`config.mk`:
```
export PLATFORM = sky130hd
export DESIGN_NAME = jk_input_conditioner
export DESIGN_NICKNAME = d
export VERILOG_FILES = /design/src/rtl/jk_input_conditioner.sv
export SDC_FILE = /design/constraint.sdc
export NUM_CORES = 1
export LEC_CHECK = 0
export CORE_MARGIN = 4
export CORE_UTILIZATION = 45
export DETAILED_ROUTE_END_ITERATION = 10
export DONT_BUFFER_PORTS = 1
export PLACE_DENSITY = 0.61
export SKIP_CTS_REPAIR_TIMING = 1
export SKIP_LAST_GASP = 1
export SLEW_MARGIN = 20
export SYNTH_ARGS = -nofsm -noshare
export SYNTH_HDL_FRONTEND = slang
export SYNTH_SLANG_ARGS = --single-unit
```
`constraint.sdc`:
```
create_clock -name clk -period 2.3 [get_ports clk]
set_input_delay 0.46 -clock clk [delete_from_list [all_inputs] [get_ports clk]]
set_output_delay 0.46 -clock clk [all_outputs]
set_load 0.01 [all_outputs]
```
`src/rtl/jk_input_conditioner.sv`:
```
// Input conditioning for the board-level JK flip-flop: synchronise and debounce J/K,
// generate the divided timebase tick, and present J/K snapshots that are stable around each tick.
module jk_input_conditioner #(
   parameter int unsigned SYNC_STAGES     = 2,
   parameter int unsigned DEBOUNCE_CYCLES = 200000,
   parameter int unsigned TICK_DIV        = 20000001
) (
   input  logic clk,
   input  logic rst,
   input  logic j_raw,
   input  logic k_raw,
   output logic j_clean,
   output logic k_clean,
   output logic j_chg,
   output logic k_chg,
   output logic j_hold,
   output logic k_hold,
   output logic tick
);

   localparam int unsigned DBW = $clog2(DEBOUNCE_CYCLES + 1);
   localparam int unsigned TW  = $clog2(TICK_DIV);
   localparam logic [DBW-1:0] DB_LAST   = DBW'(DEBOUNCE_CYCLES - 1);
   localparam logic [TW-1:0]  TICK_LAST = TW'(TICK_DIV - 1);
   localparam logic [TW-1:0]  HOLD_LOAD = TW'(TICK_DIV - 2);

   // Channel index 0 is J, 1 is K.
   logic [1:0]             raw;
   logic [1:0]             s;
   logic [SYNC_STAGES-1:0] sync_q [2];
   logic [DBW-1:0]         db_q   [2];
   logic [DBW-1:0]         db_d   [2];
   logic [1:0]             clean_q, clean_d;
   logic [1:0]             dly_q;
   logic [1:0]             chg_q;
   logic [1:0]             hold_q, hold_d;
   logic [TW-1:0]          tcnt_q, tcnt_d;
   logic                   tick_q, tick_d;

   assign raw  = {k_raw, j_raw};
   assign s[0] = sync_q[0][SYNC_STAGES-1];
   assign s[1] = sync_q[1][SYNC_STAGES-1];

   // PENDING is simply s != clean; the counter only runs while that holds.
   always_comb begin
      for (int unsigned c = 0; c < 2; c++) begin
         clean_d[c] = clean_q[c];
         db_d[c]    = '0;
         if (s[c] != clean_q[c]) begin
            if (db_q[c] == DB_LAST) begin
               clean_d[c] = ~clean_q[c];
            end else begin
               db_d[c] = db_q[c] + 1'b1;
            end
         end
      end
   end

   always_comb begin
      tcnt_d = (tcnt_q == TICK_LAST) ? '0 : tcnt_q + 1'b1;
      tick_d = (tcnt_q == TICK_LAST);
      hold_d = (tcnt_q == HOLD_LOAD) ? clean_q : hold_q;
   end

   always_ff @(posedge clk or posedge rst) begin
      if (rst) begin
         for (int unsigned c = 0; c < 2; c++) begin
            sync_q[c] <= '0;
            db_q[c]   <= '0;
         end
         clean_q <= '0;
         dly_q   <= '0;
         chg_q   <= '0;
         hold_q  <= '0;
         tcnt_q  <= '0;
         tick_q  <= 1'b0;
      end else begin
         for (int unsigned c = 0; c < 2; c++) begin
            sync_q[c] <= {sync_q[c][SYNC_STAGES-2:0], raw[c]};
            db_q[c]   <= db_d[c];
         end
         clean_q <= clean_d;
         dly_q   <= clean_q;
         chg_q   <= clean_q ^ dly_q;
         hold_q  <= hold_d;
         tcnt_q  <= tcnt_d;
         tick_q  <= tick_d;
      end
   end

   assign j_clean = clean_q[0];
   assign k_clean = clean_q[1];
   assign j_chg   = chg_q[0];
   assign k_chg   = chg_q[1];
   assign j_hold  = hold_q[0];
   assign k_hold  = hold_q[1];
   assign tick    = tick_q;

endmodule
```
* After elaboration in Yosys (flattened, before gate mapping)
Index checks and enable logic that the tools add are counted.
** Cells by class
- Add/sub/neg operators :: 3
- Equal/unequal tests :: 6
- Muxes and demuxes :: 5
- Bitwise operators :: 3
- Reductions and logical operators :: 2
** Operators with widths (count)
- $mux 18 :: 4
- $eq 25x25->1 const B :: 2
- $add 18x1->18 const B :: 2
- $eq 18x18->1 const B :: 2
- $add 25x1->25 const B :: 1
- $mux 25 :: 1
- $reduce_and 2->1 :: 2
- $ne 1x1->1 :: 2
- $not 1->1 :: 2
- $xor 2x2->2 :: 1
** Storage, ports and cells
- Register bits after elaboration :: 74
- Input port bits :: 4
- Word-level logic and storage cells :: 30

* Logic depth before layout (Yosys ltp)
Gate-level depths: netlist of run 1.
- Word-level depth :: 3
- Mapped depth :: 6

* Worst setup path before layout of run 1
OpenSTA, ideal clock, no wires.
- Kind :: register to register
- Start point :: reg tcnt_q[18]
- End point :: reg hold_q[0]
- Setup time :: 0.125 ns
- Arrival :: 1.781 ns
- Data required time :: 2.175 ns
- Slack :: 0.394 ns
- Cell stages (with the launch flop) :: 4
- Path buffers :: 0
- Cells stage by stage :: dfrtp_1 > or4_4 > or4_4 > mux2_4
** On the way
- Longest elaborated chain between the ends :: 1
** RTL lines
- start, declared :: line 37 : logic [TW-1:0] tcnt_q, tcnt_d;
- start signal, assigned :: line 86 : tcnt_q <= tcnt_d;
- $eq 25x25->1 :: line 62 : hold_d = (tcnt_q == HOLD_LOAD) ? clean_q : hold_q;
- end signal, assigned :: line 85 : hold_q <= hold_d;
- end, declared :: line 36 : logic [1:0] hold_q, hold_d;
No other way between the ends.
A chain may end at the register's enable or synchronous reset.

* Worst setup path after layout of run 1
- Start point :: reg tcnt_q[0]
- End point :: reg hold_q[1]
Same word-level chain as after synthesis.

==> results.sh, run 1 <==
export IMPL_finClkSkew_ps=4.117
export IMPL_fillers=644
export IMPL_gr_usage_all_layers=0.1517
export IMPL_regArea_mm2=0.001852
export IMPL_cp_data_arrival_time_ps=2230
export IMPL_antenna_found_initial=0
export IMPL_placed_cells=421
export IMPL_drt_iter0_drc=62
export IMPL_hold_path_class="in -> reg"
export IMPL_drv_cap=0
export IMPL_yosysTopAreaCell="dfrtp_1"
export IMPL_synthArstFlopShare=1.000
export IMPL_port_buffers=0
export IMPL_routed_via_density=5.297
export IMPL_syn_inst=325
export IMPL_synth_flop_cell="dfrtp_1"
export IMPL_insertedDiodeCount=0
export IMPL_synth_xor_area_frac=0.1127
export IMPL_r2r_start="tcnt_q[0]"
export IMPL_synthTopCellsByArea="dfrtp_1 (54%), xor2_1 (7.2%), nor2_1 (4.5%)"
export IMPL_die_w_um=95.16
export IMPL_gp_congestion=0.7816
export IMPL_yosysMostFrequentCell="dfrtp_1"
export IMPL_peakVddDrop_v=0.0003900
export IMPL_startpoint="tcnt_q[0]"
export IMPL_syn_nets=333
export IMPL_crit_path_top_delay_cell="or4_4"
export IMPL_initial_utilization=0.4663
export IMPL_setup_viol=0
export IMPL_cp_required_ps=2520
export IMPL_synth_edff_count=0
export IMPL_firstDrtPassIters=4
export IMPL_synthAdderAreaFrac=0.01464
export IMPL_grt_overflow=0
export IMPL_max_stage_delay_ps=450
export IMPL_fin_crit_ps=2007
export IMPL_path_max_fanout=5
export IMPL_worst_pin_slew_ps=434.6
export IMPL_tns_ps=0
export IMPL_cts_max_level=3
export IMPL_synth_area_mm2=0.003418
export IMPL_relSlewSlack=0.7094
export IMPL_ys_ff_latch=74
export IMPL_multiInputGateArea_mm2=0.001480
export IMPL_slew_violations=0
export IMPL_yosys_area_share_simple=0.2372
export IMPL_p_leak_nw=1.658
export IMPL_powerDensity_mw_per_mm2=636.9
export IMPL_utilization=0.5156
export IMPL_grt_pass1_vias=2312
export IMPL_synth_cell_types=39
export IMPL_cts_tree="done"
export IMPL_drtAntennaViolNets=0
export IMPL_drive_above_1_share=0.1006
export IMPL_clock_path_buffers=2
export IMPL_cts_clk_slew_worst_paths_ps=70
export IMPL_ys_warn_count=0
export IMPL_status="finished, final reports clean"
export IMPL_grt_max_degree=65
export IMPL_avgSynthCellArea_um2=10.52
export IMPL_numCtsBuffers=9
export IMPL_critPathLaunchType="flop"
export IMPL_synth_compound_area_frac=0.05307
export IMPL_design_area_mm2=0.003780
export IMPL_clockRootBuffer="clkbuf_8"
export IMPL_synth_top_family_by_area="simple AND/OR/NAND/NOR gates"
export IMPL_cts_sinks=74
export IMPL_layout_cells_non_filler=437
export IMPL_post_route_period_util=0.8725
export IMPL_synthTopCellsByCount="dfrtp_1 (74), nor2_1 (41), xor2_1 (28), nand4_1 (19), nand3_1 (18)"
export IMPL_max_freq_ghz=0.4983
export IMPL_dieArea_mm2=0.009054
export IMPL_ios=11
export IMPL_drcViolationCount=0
export IMPL_clock_latency_ps=330
export IMPL_dpl_cell_area_mm2=0.003566
export IMPL_grt_pass1_wl_mm=10.66
export IMPL_rows=31
export IMPL_syn_to_final_growth_pct=10.58
export IMPL_die_h_um=95.16
export IMPL_core_mm2=0.007331
export IMPL_ys_seq_area_frac=0.5417
export IMPL_cp_cell_sequence="ha_1 > nand3_1 > or3_1 > or4_4 > mux2_4"
export IMPL_yosys_mux_area_fraction=0.01537
export IMPL_routed_wl_mm=6.045
export IMPL_rsz0062_at_grt="false"
export IMPL_layout_nets=342
export IMPL_min_delay_start="k_raw"
export IMPL_dp_hpwl_mm=4.132
export IMPL_critPathKind="reg -> reg"
export IMPL_via_count=2315
export IMPL_synth_top_area_share=0.5417
export IMPL_finalHoldViolCount=0
export IMPL_critPathCaptureType="flop"
export IMPL_wl_per_cell_um=13.83
-- state kept, by name (all words and copies together) (netlist names) --
signal,count
sync_q,2
s,2
tick,1
chg_q,2
dly_q,2
db_q,36
clean_q,2
tcnt_q,25
hold_q,2
-- per-stage QoR --
stage / power (W) / hold slack, ps / setup WS, ps
after floorplan: 0.001392 / 331.2 / 394.1
after global placement: 0.001412 / 292.8 / 344.3
after detailed placement: 0.001413 / 293.8 / 297.2
after CTS: 0.002448 / -84.17 / 283.3
after global routing: 0.002517 / 107.4 / 173.7
final: 0.002407 / 148.1 / 293.2
-- layer usage --
metal,up-vias,track usage,wire (µm)
li1,1165,-,-
met1,1116,0.1930,2950
met2,27,0.2350,2796
met3,7,0.06314,234
met4,0,0.04808,63
met5,-,0,0
-- area by class of cell --
| cell class | count | area share |
|---|---|---|
| Inverter | 11 | 0.01192 |
| Multi-Input combinational cell | 230 | 0.3916 |
| Sequential cell | 74 | 0.4899 |
| Clock inverter | 2 | 0.009268 |
| Tap cell | 99 | 0.03277 |
| Timing Repair Buffer | 8 | 0.01986 |
| Clock buffer | 13 | 0.04469 |
-- kinds of logic after synthesis --
group,after synthesis
AOI/OAI and AO/OA,32
xor gates and xnor gates,44
adders and majority gates,4
buffers and inverters,21
DFF,74
muxes,4
and+or+nand+nor,146
-- critical path: cells and delay by family, from the launching register on --
| kind | cells | cell delay (ps) |
|---|---|---|
| flip-flops | 1 | 400 |
| adder cells (fa/ha/maj) | 1 | 200 |
| AND/OR/NAND/NOR | 3 | 980 |
| multiplexers | 1 | 310 |
-- layout by cell type (no fill, tap or decap), types with 10 or more instances in the layout --
| master | netlist | routed |
|---|---|---|
| xnor2_1 | 16 | 16 |
| xor2_1 | 28 | 28 |
| nand4_1 | 19 | 19 |
| nand3_1 | 18 | 18 |
| o21ai_0 | 12 | 12 |
| inv_1 | 11 | 10 |
| dfrtp_1 | 74 | 74 |
| nor2_1 | 41 | 41 |
| or3_1 | 13 | 13 |
| nand2_1 | 16 | 16 |
| clkbuf_8 | 0 | 12 |
| a21oi_1 | 15 | 15 |
-- report_power, final --
group	internal (W)	total, W	switching, W
clock network	0.000583	0.00102	0.000438
registers	0.00131	0.00132	0.00000935
logic	0.0000181	0.0000642	0.0000461
-- final timing paths --
check                                  end  slack (ps)  cells after the start
worst min-delay path             sync_q[0]         150                      0
max in group asynchronous       tcnt_q[20]        1150                      3
worst max register to register   hold_q[1]         290                      5
min in group asynchronous         chg_q[1]         540                      2
worst max-delay path             hold_q[1]         290                      5
worst min register to register        s[1]         350                      0
(Power assumes the default switching activity.)
==> inputs of run 2 (changes only) <==
--- a/config.mk
+++ b/config.mk
@@ -7,6 +7,7 @@
 export LEC_CHECK = 0
 export CORE_MARGIN = 4
 export CORE_UTILIZATION = 45
+export CTS_BUF_LIST = sky130_fd_sc_hd__clkbuf_4
 export DETAILED_ROUTE_END_ITERATION = 10
 export DONT_BUFFER_PORTS = 1
 export PLACE_DENSITY = 0.61
==> run 2 against run 1 <==
Net effect:
- first-iteration DRC count up 26%
- core utilization is 1.1 points lower
- clock power decreased by 27%
- total power decreased by 12%
- highest routed layer unchanged
- critical endpoint unchanged
- final cell count unchanged
- largest cell class unchanged
- combinational power about the same
==> results.sh, run 2 (synthesis results as in run 1) <==
export IMPL_largest_register_ffs=36
export IMPL_path_max_fanout=5
export IMPL_tns_ps=0
export IMPL_dp_hpwl_mm=4.132
export IMPL_grt_max_degree=65
export IMPL_dieArea_mm2=0.009054
export IMPL_die_w_um=95.16
export IMPL_grt_pass1_vias=2297
export IMPL_rsz0062_at_grt="false"
export IMPL_firstDrtPassIters=4
export IMPL_rows=31
export IMPL_drcViolationCount=0
export IMPL_core_mm2=0.007331
export IMPL_max_stage_delay_ps=450
export IMPL_clockRootBuffer="clkbuf_4"
export IMPL_finClkSkew_ps=9.695
export IMPL_post_route_period_util=0.8708
export IMPL_cts_sinks=74
export IMPL_wl_per_cell_um=13.76
export IMPL_hold_path_class="in -> reg"
export IMPL_insertedDiodeCount=0
export IMPL_status="finished, final reports clean"
export IMPL_worst_path_buf_inv=0
export IMPL_cp_required_ps=2590
export IMPL_syn_to_final_growth_pct=8.163
export IMPL_finalHoldViolCount=0
export IMPL_peakVddDrop_v=0.0003420
export IMPL_final_common_cell="dfrtp_1"
export IMPL_relSlewSlack=0.6986
export IMPL_drive_above_1_share=0.09467
export IMPL_port_buffers=0
export IMPL_die_h_um=95.16
export IMPL_crit_path_top_delay_cell="or4_4"
export IMPL_routed_via_density=5.323
export IMPL_cp_data_arrival_time_ps=2300
export IMPL_critPathKind="reg -> reg"
export IMPL_setup_viol=0
export IMPL_clock_path_buffers=2
export IMPL_cts_clk_slew_worst_paths_ps=110
export IMPL_critPathCaptureType="flop"
export IMPL_regMostFlops="db_q"
export IMPL_p_leak_nw=1.621
export IMPL_drv_cap=0
export IMPL_cts_tree="done"
export IMPL_cts_max_level=3
export IMPL_top_regs="db_q (36), tcnt_q (25)"
export IMPL_gr_usage_all_layers=0.1501
export IMPL_fin_crit_ps=2003
export IMPL_via_count=2326
export IMPL_drtAntennaViolNets=0
export IMPL_critPathLaunchType="flop"
export IMPL_layout_nets=342
export IMPL_grt_pass1_wl_mm=10.61
export IMPL_final_cell_mix="dfrtp_1 (74), nor2_1 (41), xor2_1 (28)"
export IMPL_powerDensity_mw_per_mm2=575.5
export IMPL_numCtsBuffers=9
export IMPL_path_delay_family="simple AND/OR/NAND/NOR gates"
export IMPL_utilization=0.5044
export IMPL_max_freq_ghz=0.4993
export IMPL_drt_iter0_drc=78
export IMPL_cp_cell_sequence="ha_1 > nand3_1 > or3_1 > or4_4 > mux2_4"
export IMPL_gp_congestion=0.7816
export IMPL_grt_overflow=0
export IMPL_worst_pin_slew_ps=450.7
export IMPL_antenna_found_initial=0
export IMPL_initial_utilization=0.4663
export IMPL_clock_latency_ps=400
export IMPL_slew_violations=0
export IMPL_ios=11
export IMPL_routed_wl_mm=6.013
==> run 2: final timing paths <==
check,from,end,slack (ps),cells after the start
max,tcnt_q[0],hold_q[1],300,5
min,k_raw,sync_q[0],70,0
max reg2reg,tcnt_q[0],hold_q[1],300,5
min reg2reg,sync_q[0],s[1],360,0
max in group asynchronous,rst,tick,1220,3
min in group asynchronous,rst,chg_q[1],470,2
==> run 2: metal layers <==
metal	wire [µm]	part of all wire	track usage
met1	2945	0.49	0.1950
met2	2708	0.45	0.2303
met3	269	0.045	0.05604
met4	89	0.015	0.05168
met5	0	0	0
==> run 2: layout make-up <==
type | count | area, µm²
clock inverters | 5 | 46.29
clock buffers | 10 | 75.07
inverters | 11 | 45.04
well taps | 99 | 123.9
fillers | 656 | 3633
flip-flops and latches | 74 | 1852
repair buffers | 8 | 75.07
multi-input cells | 230 | 1480
==> run 2: per-stage QoR <==
| step | worst slack, ps | power [W] | hold slack [ps] | cell area (µm²) | std cells |
|---|---|---|---|---|---|
| 2_1_floorplan | 394.1 | 0.001392 | 331.2 | 3422 | 325 |
| 3_5_place_dp | 297.2 | 0.001413 | 293.8 | 3566 | 421 |
| 5_1_grt | 170.6 | 0.002227 | 21.84 | 3697 | 437 |
| 4_1_cts | 283.0 | 0.002164 | -170.5 | 3687 | 436 |
| 6_report | 297.1 | 0.002128 | 74.67 | 3697 | 437 |
| 3_3_place_gp | 344.3 | 0.001412 | 292.8 | 3566 | 421 |
==> run 2: report_power, final <==
group | internal [W] | leakage, nW | total [W] | switching [W]
Clock | 0.000326 | 0.0688 | 0.000742 | 0.000415
Sequential | 0.00131 | 1.01 | 0.00132 | 0.00000936
Combinational | 0.0000181 | 0.547 | 0.0000644 | 0.0000463
